==> config.mk <==
export PLATFORM = sky130hd
export DESIGN_NAME = sbox_sched_flat
export DESIGN_NICKNAME = d
export VERILOG_FILES = /design/src/rtl/sbox_sched_if.sv /design/src/rtl/sbox_sched.sv /design/src/flat_wrapper.sv
export SDC_FILE = /design/constraint.sdc
export NUM_CORES = 1
export LEC_CHECK = 0
export CAP_MARGIN = 10
export CORE_MARGIN = 2
export CORE_UTILIZATION = 52
export CTS_CLUSTER_DIAMETER = 200
export DETAILED_ROUTE_END_ITERATION = 8
export GPL_TIMING_DRIVEN = 0
export PLACE_DENSITY = 0.91
export SLEW_MARGIN = 10
export SYNTH_ARGS = -nofsm -noshare
export SYNTH_HDL_FRONTEND = slang
export SYNTH_SLANG_ARGS = --single-unit
==> constraint.sdc <==
create_clock -name clk -period 17.4 [get_ports clk]
set_input_delay 1.74 -clock clk [delete_from_list [all_inputs] [get_ports clk]]
set_output_delay 1.74 -clock clk [all_outputs]
set_load 0.005 [all_outputs]
==> src/rtl/sbox_sched_if.sv <==
// Handshake and S-box lane bundle for sbox_sched: state/key request ports,
// results with done pulses, and the shared 32-bit S-box lane word.
interface sbox_sched_if;
  logic         s_valid;
  logic [127:0] s_data;
  logic         s_ready;
  logic         s_done;
  logic [127:0] s_result;
  logic         k_valid;
  logic [31:0]  k_word;
  logic         k_ready;
  logic         k_done;
  logic [31:0]  k_result;
  logic [31:0]  sb_in;
  logic [31:0]  sb_out;
  logic         busy;

  modport slave (
    input  s_valid, s_data, k_valid, k_word, sb_out,
    output s_ready, s_done, s_result, k_ready, k_done, k_result, sb_in, busy
  );

  modport master (
    output s_valid, s_data, k_valid, k_word,
    input  s_ready, s_done, s_result, k_ready, k_done, k_result, busy
  );

  modport lanes (
    input  sb_in,
    output sb_out
  );
endinterface

==> src/rtl/sbox_sched.sv <==
// Time-shares one 4-lane S-box between 128-bit SubBytes (four beats) and
// 32-bit SubWord jobs, with round-robin arbitration in IDLE.
module sbox_sched #(
  parameter bit KEY_FIRST = 1'b1
) (
  input  logic         clk,
  input  logic         rst,
  sbox_sched_if.slave  bus
);

  typedef enum logic [1:0] {
    IDLE  = 2'd0,
    S_SUB = 2'd1,
    K_SUB = 2'd2
  } state_e;

  // last_key_q = 1 means the key path won the previous grant.
  localparam logic LAST_KEY_RST = KEY_FIRST ? 1'b0 : 1'b1;

  state_e       state_q, state_d;
  logic [1:0]   beat_q, beat_d;
  logic [127:0] sbuf_q, sbuf_d;
  logic [31:0]  kbuf_q, kbuf_d;
  logic         last_key_q, last_key_d;
  logic [127:0] s_result_q, s_result_d;
  logic [31:0]  k_result_q, k_result_d;
  logic         s_done_q, s_done_d;
  logic         k_done_q, k_done_d;
  logic         s_ready_s, k_ready_s;
  logic [31:0]  sb_in_s;

  function automatic logic [31:0] word_sel(input logic [127:0] d, input logic [1:0] idx);
    logic [31:0] w;
    case (idx)
      2'd0:    w = d[127:96];
      2'd1:    w = d[95:64];
      2'd2:    w = d[63:32];
      2'd3:    w = d[31:0];
      default: w = 32'h0;
    endcase
    return w;
  endfunction

  function automatic logic [127:0] word_ins(input logic [127:0] d, input logic [1:0] idx,
                                            input logic [31:0] w);
    logic [127:0] r;
    r = d;
    case (idx)
      2'd0:    r[127:96] = w;
      2'd1:    r[95:64]  = w;
      2'd2:    r[63:32]  = w;
      2'd3:    r[31:0]   = w;
      default: r = d;
    endcase
    return r;
  endfunction

  assign s_ready_s = (state_q == IDLE) && (!bus.k_valid || last_key_q);
  assign k_ready_s = (state_q == IDLE) && (!bus.s_valid || !last_key_q);

  // Next-state, beat sequencing, result assembly and lane drive.
  always_comb begin
    state_d    = state_q;
    beat_d     = beat_q;
    sbuf_d     = sbuf_q;
    kbuf_d     = kbuf_q;
    last_key_d = last_key_q;
    s_result_d = s_result_q;
    k_result_d = k_result_q;
    s_done_d   = 1'b0;
    k_done_d   = 1'b0;
    sb_in_s    = 32'h0;
    case (state_q)
      IDLE: begin
        if (bus.s_valid && s_ready_s) begin
          sbuf_d     = bus.s_data;
          last_key_d = 1'b0;
          beat_d     = 2'd0;
          state_d    = S_SUB;
        end else if (bus.k_valid && k_ready_s) begin
          kbuf_d     = bus.k_word;
          last_key_d = 1'b1;
          state_d    = K_SUB;
        end else begin
          state_d    = IDLE;
        end
      end
      S_SUB: begin
        sb_in_s    = word_sel(sbuf_q, beat_q);
        s_result_d = word_ins(s_result_q, beat_q, bus.sb_out);
        if (beat_q == 2'd3) begin
          s_done_d = 1'b1;
          beat_d   = 2'd0;
          state_d  = IDLE;
        end else begin
          beat_d   = beat_q + 2'd1;
        end
      end
      K_SUB: begin
        sb_in_s    = kbuf_q;
        k_result_d = bus.sb_out;
        k_done_d   = 1'b1;
        state_d    = IDLE;
      end
      default: begin
        state_d = IDLE;
        beat_d  = 2'd0;
      end
    endcase
  end

  // State and datapath registers; reset also cancels any in-flight job.
  always_ff @(posedge clk or posedge rst) begin
    if (rst) begin
      state_q    <= IDLE;
      beat_q     <= 2'd0;
      sbuf_q     <= 128'h0;
      kbuf_q     <= 32'h0;
      last_key_q <= LAST_KEY_RST;
      s_result_q <= 128'h0;
      k_result_q <= 32'h0;
      s_done_q   <= 1'b0;
      k_done_q   <= 1'b0;
    end else begin
      state_q    <= state_d;
      beat_q     <= beat_d;
      sbuf_q     <= sbuf_d;
      kbuf_q     <= kbuf_d;
      last_key_q <= last_key_d;
      s_result_q <= s_result_d;
      k_result_q <= k_result_d;
      s_done_q   <= s_done_d;
      k_done_q   <= k_done_d;
    end
  end

  assign bus.s_ready  = s_ready_s;
  assign bus.k_ready  = k_ready_s;
  assign bus.s_done   = s_done_q;
  assign bus.k_done   = k_done_q;
  assign bus.s_result = s_result_q;
  assign bus.k_result = k_result_q;
  assign bus.sb_in    = sb_in_s;
  assign bus.busy     = (state_q != IDLE);

endmodule

==> src/flat_wrapper.sv <==
// flat-port wrapper written by rule: the top's interface ports become plain ports
module sbox_sched_flat 
#(
  parameter bit KEY_FIRST = 1'b1
)
  (clk, rst, bus_s_valid, bus_s_data, bus_k_valid, bus_k_word, bus_sb_out, bus_s_ready, bus_s_done, bus_s_result, bus_k_ready, bus_k_done, bus_k_result, bus_sb_in, bus_busy);
  sbox_sched_if bus_i ();
  input  logic clk;
  input  logic rst;
  input wire logic [$bits(bus_i.s_valid)-1:0] bus_s_valid;
  input wire logic [$bits(bus_i.s_data)-1:0] bus_s_data;
  input wire logic [$bits(bus_i.k_valid)-1:0] bus_k_valid;
  input wire logic [$bits(bus_i.k_word)-1:0] bus_k_word;
  input wire logic [$bits(bus_i.sb_out)-1:0] bus_sb_out;
  output wire logic [$bits(bus_i.s_ready)-1:0] bus_s_ready;
  output wire logic [$bits(bus_i.s_done)-1:0] bus_s_done;
  output wire logic [$bits(bus_i.s_result)-1:0] bus_s_result;
  output wire logic [$bits(bus_i.k_ready)-1:0] bus_k_ready;
  output wire logic [$bits(bus_i.k_done)-1:0] bus_k_done;
  output wire logic [$bits(bus_i.k_result)-1:0] bus_k_result;
  output wire logic [$bits(bus_i.sb_in)-1:0] bus_sb_in;
  output wire logic [$bits(bus_i.busy)-1:0] bus_busy;
  assign bus_i.s_valid = bus_s_valid;
  assign bus_i.s_data = bus_s_data;
  assign bus_i.k_valid = bus_k_valid;
  assign bus_i.k_word = bus_k_word;
  assign bus_i.sb_out = bus_sb_out;
  assign bus_s_ready = bus_i.s_ready;
  assign bus_s_done = bus_i.s_done;
  assign bus_s_result = bus_i.s_result;
  assign bus_k_ready = bus_i.k_ready;
  assign bus_k_done = bus_i.k_done;
  assign bus_k_result = bus_i.k_result;
  assign bus_sb_in = bus_i.sb_in;
  assign bus_busy = bus_i.busy;
  sbox_sched #(.KEY_FIRST(KEY_FIRST)) u_core (.clk(clk), .rst(rst), .bus(bus_i));
endmodule
==> out/qor.yml, run 1 <==
run_status:
  status: "finished clean"
clock_network:
  clk_latency_ns: 0.51
  clockBufferDepth: 3
  post_cts_buffers: 0
  cts-root-buf: "clkbuf_16"
  cts_buffers: 35
  cts_tree: "yes"
  cts_resized: 0
  cts_hold_buf: 0
  htreeDepth: 2
  clk_transition_reported_paths_ns: 0.06
  cts_sinks: 327
route:
  wirelength_um: 40600
  post-route-drc-count: 0
  vias: 9383
  wl_per_cell_um: 24.4
  vias_per_cell: 5.63
  final_antenna_net_count: 0
  initialDrtViolationCount: 758
  dr.pass1.iters: 8
die:
  die_h_um: 167
  die_w_um: 167
  ios: 393
  start_util: 0.530
  dieArea_um2: 27900
  core_area_um2: 26100
  rows: 59
grt:
  grt_pass1_wl_um: 61900
  grt_pass1_vias: 10300
  grt.total_usage: 0.292
  grt-ovfl-total: 0
  grt_max_degree: 121
  antenna_found_initial: 7
layout:
  fillers: 1577
  drive_gt1_frac: 0.293
  final_cell_mix: "clkdlybuf4s50_1, dfrtp_1, mux2_2, mux2_4, inv_1"
  num-nets-final: 1505
  area_growth_pct: 40.4
  layout_commonest_cell: "clkdlybuf4s50_1"
critical_path:
  critPathKind: "register to output pin"
  crit_arrival_ns: 3.28
  crit_path_max_fanout: 10
  regToRegStartpoint: "u_core.state_q[0]"
  cpMaxStageDelayCell: "clkbuf_1"
  worstPathRequired_ns: 15.66
  crit_path_max_incr_delay_ns: 0.54
  ff2ff_path_depth: 6
  end_kind: "output pin"
  rrSetupSlack_ns: 15.37
  rr_endpoint: "u_core.beat_q[0]"
  path_cells: "inv_1 > ha_1 > clkbuf_1 > clkbuf_1 > a222oi_1 > mux2i_1 > a22o_1 > clkdlybuf4s50_1"
  path_common_cell: "clkbuf_1"
  critPathLaunchType: "register"
sta:
  slew_headroom: 0.499
  fin_crit_sh: 0.289
  setup_viol: 0
  layout_min_cycle_time_ns: 5.02
  finalMaxSlewViolations: 0
  rsz0062_at_grt: "false"
  finalHoldViolations: 0
  tightest_slew_ns: 0.752
  skew_ns: 0.0136
  worst_slack_ns: 12.38
  fmax_mhz: 199
  whs_ns: 0.492
  tns_ns: 0
power_and_ir_drop:
  power_density_nw_per_um2: 184
  p_leak_nw: 8.68
  ir_drop_uv: 132
synthesis:
  yosys-top-cells-area: "dfrtp_1, mux2_2, mux2_4"
  synthesis.area_um2: 13800
  synth_cell_types: 23
  synth.avg_cell_area_um2: 15.9
  syn_nets: 1074
  synth_top_area_share: 0.593
  synthCells: 870
  yosys_warnings: 0
  yosys.area.top_type: "dfrtp_1"
  ys_ff_latch: 327
  ys_seq_area_frac: 0.593
worst_hold_path:
  hp-class: "register to register"
  hold_start: "u_core.kbuf_q[28]"
  worstHoldEndpoint: "u_core.kbuf_q[28]"
  hold_path_depth: 1
placement:
  dp_hpwl_um: 28600
  place_ws_ns: 12.62
  port_buffers: 392
  gp_congestion: 0.842
flow_run:
  cap_violations: 0
==> report_power, final <==
group,switching [mW],total (mW),internal (mW),leakage (nW)
sequential,0.224,1.36,1.14,3.84
combinational,0.539,1.46,0.917,4.27
clock,0.300,0.748,0.449,0.571
==> worst max-delay path: cells and delay by family, from the launching register on <==
kind                       cells  cell delay [ns]
buffers and inverters          4             1.46
AOI/OAI and AO/OA              2             0.43
DFF                            1             0.43
muxes                          1             0.31
adders and majority gates      1             0.15
==> metrics by stage <==
step / power [mW] / area [um2] / cells / util
detailed placement: 2.80 / 18200 / 1599 / 0.699
finish: 3.56 / 19400 / 1666 / 0.744
CTS: 3.58 / 19400 / 1661 / 0.744
floorplan: 2.09 / 13800 / 870 / -
global route: 3.73 / 19400 / 1665 / 0.744
global placement: 2.73 / 18100 / 1597 / 0.697
==> worst max path at each step <==
stage | from | endpoint | cells after the start
finish | u_core.beat_q[0] | bus_sb_in[27] | 8
global route | u_core.beat_q[0] | bus_sb_in[27] | 8
CTS | u_core.beat_q[0] | bus_sb_in[27] | 8
detailed placement | bus_s_valid | bus_k_ready | 3
global placement | rst | u_core.sbuf_q[121] | 2
floorplan | rst | u_core.beat_q[0] | 1
==> final cells by class <==
class | count | area [um2] | share of cell area
flip-flops and latches | 327 | 8180 | 0.422
multi-input cells | 446 | 5130 | 0.265
repair buffers | 394 | 3980 | 0.205
clock buffers | 51 | 1050 | 0.0541
well taps | 335 | 419 | 0.0216
plain buffers | 57 | 345 | 0.0178
inverters | 40 | 158 | 0.00813
clock inverters | 11 | 114 | 0.00587
diodes | 5 | 12.5 | 0.000645
==> sequential cells by signal, indices dropped and copies added (netlist names) <==
name                 count
u_core.beat_q            2
u_core.last_key_q        1
u_core.bus.k_result     32
u_core.bus.s_result    128
u_core.bus.s_done        1
u_core.state_q           2
u_core.kbuf_q           32
u_core.sbuf_q          128
u_core.bus.k_done        1
==> cells by family after synthesis <==
logic type	after synthesis	share of synthesized area
flops	327	0.593
mux	355	0.313
buf+inv	97	0.0359
compound gates	68	0.0458
fa+ha+maj	8	0.00725
simple gates	15	0.00535
==> synth_stat cells <==
| library cell | instances |
|---|---|
| nand3_1 | 2 |
| buf_4 | 1 |
| mux2_2 | 193 |
| dfrtp_1 | 327 |
| buf_6 | 13 |
| ha_1 | 8 |
| a22o_1 | 33 |
| mux2_1 | 30 |
| mux2_4 | 98 |
| nor2_1 | 2 |
| nand2_1 | 5 |
| a31oi_1 | 1 |
| nand2_2 | 1 |
| buf_1 | 1 |
| o21ai_0 | 1 |
| a222oi_1 | 32 |
| a21boi_2 | 1 |
| and2_1 | 3 |
| inv_1 | 40 |
| nand2b_1 | 2 |
| buf_2 | 24 |
| clkbuf_1 | 18 |
| mux2i_1 | 34 |
==> metal layers <==
layer,GRT usage,part of all wire
met5,0,0.00027
met4,0.105,0.034
met3,0.0832,0.083
met2,0.508,0.51
met1,0.346,0.38
(Power assumes the default switching activity.)
==> run 2, diff against run 1 <==
Settings changed: CORE_UTILIZATION 52 to 48, PLACE_DENSITY 0.91 to 0.85.
Clock period 17.4 ns to 4.8 ns, I/O delays scaled along.
==> out/qor.yml, run 2 (synthesis results as in run 1) <==
placement:
  placed_cells: 1655  # +3.5%
  dp_hpwl_um: 29100  # +1.5%
  port_buffers: 392  # unchanged
  placed_cell_area_um2: 18400  # +1.0%
  gp_congestion: 0.823  # -2.3%
critical_path:
  end_kind: "output pin"
  crit_path_max_incr_delay_ns: 0.63  # +0.09 ns
  critPathTopFamily: "buffers and inverters"
  critPathBufInv: 4  # unchanged
  crit_cells: 8  # unchanged
  cp-startpoint: "u_core.beat_q[0]"
  crit_arrival_ns: 3.43  # +0.15 ns
  rrSetupSlack_ns: 2.71  # -12.66 ns
  path_cells: "inv_1 > ha_1 > clkbuf_1 > clkbuf_1 > a222oi_1 > mux2i_1 > a22o_1 > clkdlybuf4s50_1"
  regToRegStartpoint: "u_core.beat_q[0]"
  crit_path_max_fanout: 10  # unchanged
  critPathKind: "register to output pin"
  cpMaxStageDelayCell: "clkbuf_1"
  path_common_cell: "clkbuf_1"
  critPathLaunchType: "register"
  worstPathRequired_ns: 4.32  # -11.34 ns
  rr_endpoint: "u_core.bus.s_result[32]"
  endpoint: "bus_sb_in[30]"
  ff2ff_path_depth: 6  # unchanged
grt:
  antenna_found_initial: 3  # -4
  grt.total_usage: 0.274  # -0.0177
  grt_max_degree: 40  # -67%
  grt_pass1_wl_um: 63000  # +1.7%
  grt-ovfl-total: 0  # unchanged
  grt_pass1_vias: 10100  # -1.7%
route:
  vias_per_cell: 5.45  # -3.2%
  vias: 9398  # +0.16%
  wirelength_um: 41300  # +1.8%
  dr.pass1.iters: 5  # -3
  initialDrtViolationCount: 627  # -17%
  post-route-drc-count: 0  # unchanged
  wl_per_cell_um: 24.0  # -1.6%
  final_antenna_net_count: 0  # unchanged
die:
  die_h_um: 174  # +4.0%
  die_w_um: 174  # +4.0%
  core_area_um2: 28500  # +9.6%
  rows: 62  # +5.1%
  dieArea_um2: 30100  # +8.1%
  ios: 393  # unchanged
  start_util: 0.484  # -0.0462
layout:
  layout_commonest_cell: "clkdlybuf4s50_1"
  seq_area_um2: 8180  # unchanged
  num-nets-final: 1514  # +0.60%
  final_cell_mix: "clkdlybuf4s50_1, dfrtp_1, mux2_2, mux2_4"
  multi_input_area_um2: 5130  # unchanged
  drive_gt1_frac: 0.301  # +0.00731
  area_growth_pct: 42.6
  final_cells: 1724  # +3.5%
  fin_area_um2: 19700  # +1.5%
  fillers: 1872  # +19%
clock_network:
  htreeDepth: 2  # unchanged
  cts_buffers: 37  # +5.7%
  post_cts_buffers: 0  # unchanged
  clk_latency_ns: 0.51  # about the same
  clockBufferDepth: 3  # unchanged
  cts_sinks: 327  # unchanged
  cts_tree: "yes"
  cts_resized: 0  # unchanged
  cts_hold_buf: 0  # unchanged
  cts-root-buf: "clkbuf_16"
  clk_transition_reported_paths_ns: 0.06  # about the same
run_status:
  status: "finished clean"
sta:
  fin_crit_sh: 0.814
  layout_min_cycle_time_ns: 3.91
  rsz0062_at_grt: "false"
  slew_headroom: 0.477  # -0.0213
  skew_ns: 0.00667  # -0.00690 ns
  tightest_slew_ns: 0.784  # +0.0320 ns
  finalHoldViolations: 0  # unchanged
  finalMaxSlewViolations: 0  # unchanged
  setup_viol: 0  # unchanged
  whs_ns: 0.305  # -0.187 ns
  fmax_mhz: 256
power_and_ir_drop:
  power.total_mw: 13.2  # +270%
  power_density_nw_per_um2: 669  # +260%
  ir_drop_uv: 342  # +160%
  p_leak_nw: 8.79  # +1.4%
worst_hold_path:
  hp-class: "input port to async pin"
flow_run:
  cap_violations: 0  # unchanged
run 2: cell count changes in the layout (fill, tap and decap cells not counted), sizes merged:
cell / change
buf: +7
bufinv: +1
clkbuf: +3
clkinv: -1
diode: -2
inv: +1
run 2: worst reg2reg max path: cells and delay by family, from the launching register on:
kind / cells / cell delay, ns
adders and majority gates: 1 / 0.20
buffers and inverters: 3 / 0.66
DFF: 1 / 0.42
muxes: 1 / 0.40
and+or+nand+nor: 1 / 0.30
run 2: how the worst min path moves through the flow:
stage	end	slack, ns	depth (start not counted)
after detailed placement	u_core.kbuf_q[28]	0.48	1
after global routing	u_core.kbuf_q[22]	0.32	2
after CTS	u_core.sbuf_q[54]	0.29	2
final	u_core.sbuf_q[54]	0.30	2
after floorplan	u_core.kbuf_q[0]	0.46	1
after global placement	u_core.kbuf_q[21]	0.47	1
run 2: cell type report:
type	instances	area share
multi-input combinational	446	0.261
tap	384	0.0244
clock buffer	54	0.0575
buffer	57	0.0175
inverter	40	0.00782
antenna	3	0.000381
clock inverter	12	0.00769
timing repair buffer	401	0.208
sequential	327	0.416
run 2: per-layer routing:
layer,part of all wire,vias up,GRT usage
met2,0.50,438,0.479
met1,0.39,4841,0.333
met5,0,-,0
met4,0.028,0,0.0844
li1,-,4036,-
met3,0.079,83,0.0730
run 2: report_power, final:
group	total (mW)	switching (mW)	internal [mW]
Clock	2.95	1.15	1.80
Combinational	5.28	1.95	3.34
Sequential	4.93	0.817	4.12
run 2: per-stage QoR:
stage           util  TNS (ns)  setup slack [ns]
2_1_floorplan      -    -14.62           -0.0447
3_3_place_gp   0.638   -717.00             -2.21
3_5_place_dp   0.644         0              1.51
4_1_cts        0.689         0             0.929
5_1_grt        0.689         0             0.758
6_report       0.690         0             0.893
==> run 3, diff against run 2 <==
Clock period 4.8 ns to 3.7 ns, I/O delays scaled along.
==> out/qor.yml, run 3 (synthesis results as in run 1) <==
grt:
  grt_max_degree: 40  # unchanged
  use_met1: 0.333  # about the same
  grt_pass1_vias: 10100  # -0.020%
  use_met2: 0.478  # about the same
  grt.total_usage: 0.274  # about the same
  grt-ovfl-total: 0  # unchanged
  grt_pass1_wl_um: 63000  # about the same
  grtUsageMet3: 0.0737  # +0.000658
  grt.busiest_layer: "met2"
  antenna_found_initial: 3  # unchanged
clock_network:
  cts_tree: "yes"
  htreeDepth: 2  # unchanged
  clk_transition_reported_paths_ns: 0.06  # about the same
  post_cts_buffers: 0  # unchanged
  cts-root-buf: "clkbuf_16"
  cts_buffers: 37  # unchanged
  cts_sinks: 327  # unchanged
  clk_latency_ns: 0.52  # about the same
  cts_hold_buf: 0  # unchanged
  clockBufferDepth: 3  # unchanged
placement:
  port_buffers: 392  # unchanged
  dp_hpwl_um: 29100  # unchanged
  gp_congestion: 0.823  # unchanged
  placed_cells: 1655  # unchanged
sta:
  skew_ns: 0.00720  # +0.000525 ns
  setup_viol: 0  # unchanged
  fmax_mhz: 278
  tightest_slew_ns: 0.797  # +0.0136 ns
  finalMaxSlewViolations: 0  # unchanged
  fin_crit_sh: 0.971
  rsz0062_at_grt: "false"
  slew_headroom: 0.468  # -0.00908
  whs_ns: 0.194  # -0.110 ns
  layout_min_cycle_time_ns: 3.59
  finalHoldViolations: 0  # unchanged
critical_path:
  crit_arrival_ns: 3.22  # -0.21 ns
  crit_path_max_fanout: 10  # unchanged
  critPathLaunchType: "register"
  end_kind: "output pin"
  critPathKind: "register to output pin"
  worstPathRequired_ns: 3.33  # -0.99 ns
layout:
  area_growth_pct: 42.6  # about the same
  final_cells: 1724  # unchanged
  num-nets-final: 1514  # unchanged
  drive_gt1_frac: 0.304  # +0.00374
  layout_commonest_cell: "clkdlybuf4s50_1"
  fillers: 1869  # -0.16%
  final_cell_mix: "clkdlybuf4s50_1, dfrtp_1, mux2_2, mux2_4"
run_status:
  status: "finished clean"
power_and_ir_drop:
  ir_drop_uv: 443  # +30%
  swShare: 0.297  # about the same
  p_switching_mw: 5.07  # +30%
  p_leak_nw: 8.81  # +0.19%
  power_density_nw_per_um2: 868  # +30%
  pwr-share-seq: 0.375  # about the same
  pwr-share-clk: 0.224  # about the same
  combPwrFrac: 0.401  # about the same
  p_int_mw: 12.0  # +30%
route:
  vias: 9376  # -0.23%
  vias_per_cell: 5.44  # -0.23%
  wirelength_um: 41300  # about the same
  post-route-drc-count: 0  # unchanged
  dr.pass1.iters: 5  # unchanged
  final_antenna_net_count: 0  # unchanged
  wl_per_cell_um: 24.0  # about the same
  initialDrtViolationCount: 636  # +1.4%
die:
  die_h_um: 174  # unchanged
  ios: 393  # unchanged
  core_area_um2: 28500  # unchanged
  start_util: 0.484  # unchanged
  rows: 62  # unchanged
  die_w_um: 174  # unchanged
  dieArea_um2: 30100  # unchanged
worst_hold_path:
  hp-class: "input port to async pin"
flow_run:
  cap_violations: 0  # unchanged
==> run 3: area by class of cell <==
cell class | count | area, um2 | share of cell area
Clock inverter | 12 | 151 | 0.00769
Antenna cell | 3 | 7.51 | 0.000381
Tap cell | 384 | 480 | 0.0244
Clock buffer | 54 | 1130 | 0.0575
Buffer | 57 | 352 | 0.0179
Inverter | 40 | 154 | 0.00782
Sequential cell | 327 | 8180 | 0.416
Timing Repair Buffer | 401 | 4100 | 0.208
Multi-Input combinational cell | 446 | 5130 | 0.260
==> run 3: worst paths after layout <==
check / start / endpoint / slack (ns) / cells past startpoint
max: u_core.beat_q[1] / bus_sb_in[21] / 0.11 / 8
min: rst / u_core.sbuf_q[54] / 0.19 / 2
max reg2reg: u_core.beat_q[0] / u_core.bus.s_result[32] / 1.62 / 6
min reg2reg: u_core.kbuf_q[13] / u_core.kbuf_q[13] / 0.49 / 1
max in group asynchronous: rst / u_core.bus.k_result[9] / 2.27 / 6
min in group clk: bus_k_word[16] / u_core.kbuf_q[16] / 0.44 / 2
==> run 3: metrics by stage <==
step	area, um2	power [mW]	TNS [ns]	setup slack [ns]	utilization
after floorplan	13800	9.82	-338.35	-1.03	-
after global placement	18200	12.9	-1040.73	-3.20	0.638
after detailed placement	18400	13.2	0	0.523	0.644
after CTS	19700	17.2	0	0.0700	0.689
after global routing	19700	17.9	0	0.00509	0.690
final	19700	17.1	0	0.108	0.690
==> run 3: power by group through the flow <==
stage	Clock (mW)	Combinational, mW	Sequential (mW)
2_1_floorplan	0	3.64	6.18
3_3_place_gp	0	6.61	6.27
3_5_place_dp	0	6.83	6.37
4_1_cts	3.88	6.92	6.37
5_1_grt	4.03	7.26	6.57
6_report	3.83	6.85	6.40
==> run 3: repair_timing <==
| action | 4_1_cts | 5_1_grt |
|---|---|---|
| setup endpoints to repair | 2 | 10 |
| resized for setup | 2 | 6 |
| cloned | 0 | 0 |
==> run 3: layer usage <==
| metal | part of all wire | vias to the layer above |
|---|---|---|
| met5 | 0 | - |
| met4 | 0.028 | 0 |
| met3 | 0.081 | 76 |
| met2 | 0.51 | 425 |
| met1 | 0.39 | 4838 |
| li1 | - | 4037 |
==> run 3: worst max-delay path, cell delays in order (launching register included) <==
cell             delay [ns]
dfrtp_1                0.40
inv_1                  0.13
ha_1                   0.16
clkbuf_1               0.28
clkbuf_1               0.53
a222oi_1               0.20
mux2i_1                0.27
a22o_1                 0.22
clkdlybuf4s50_1        0.51
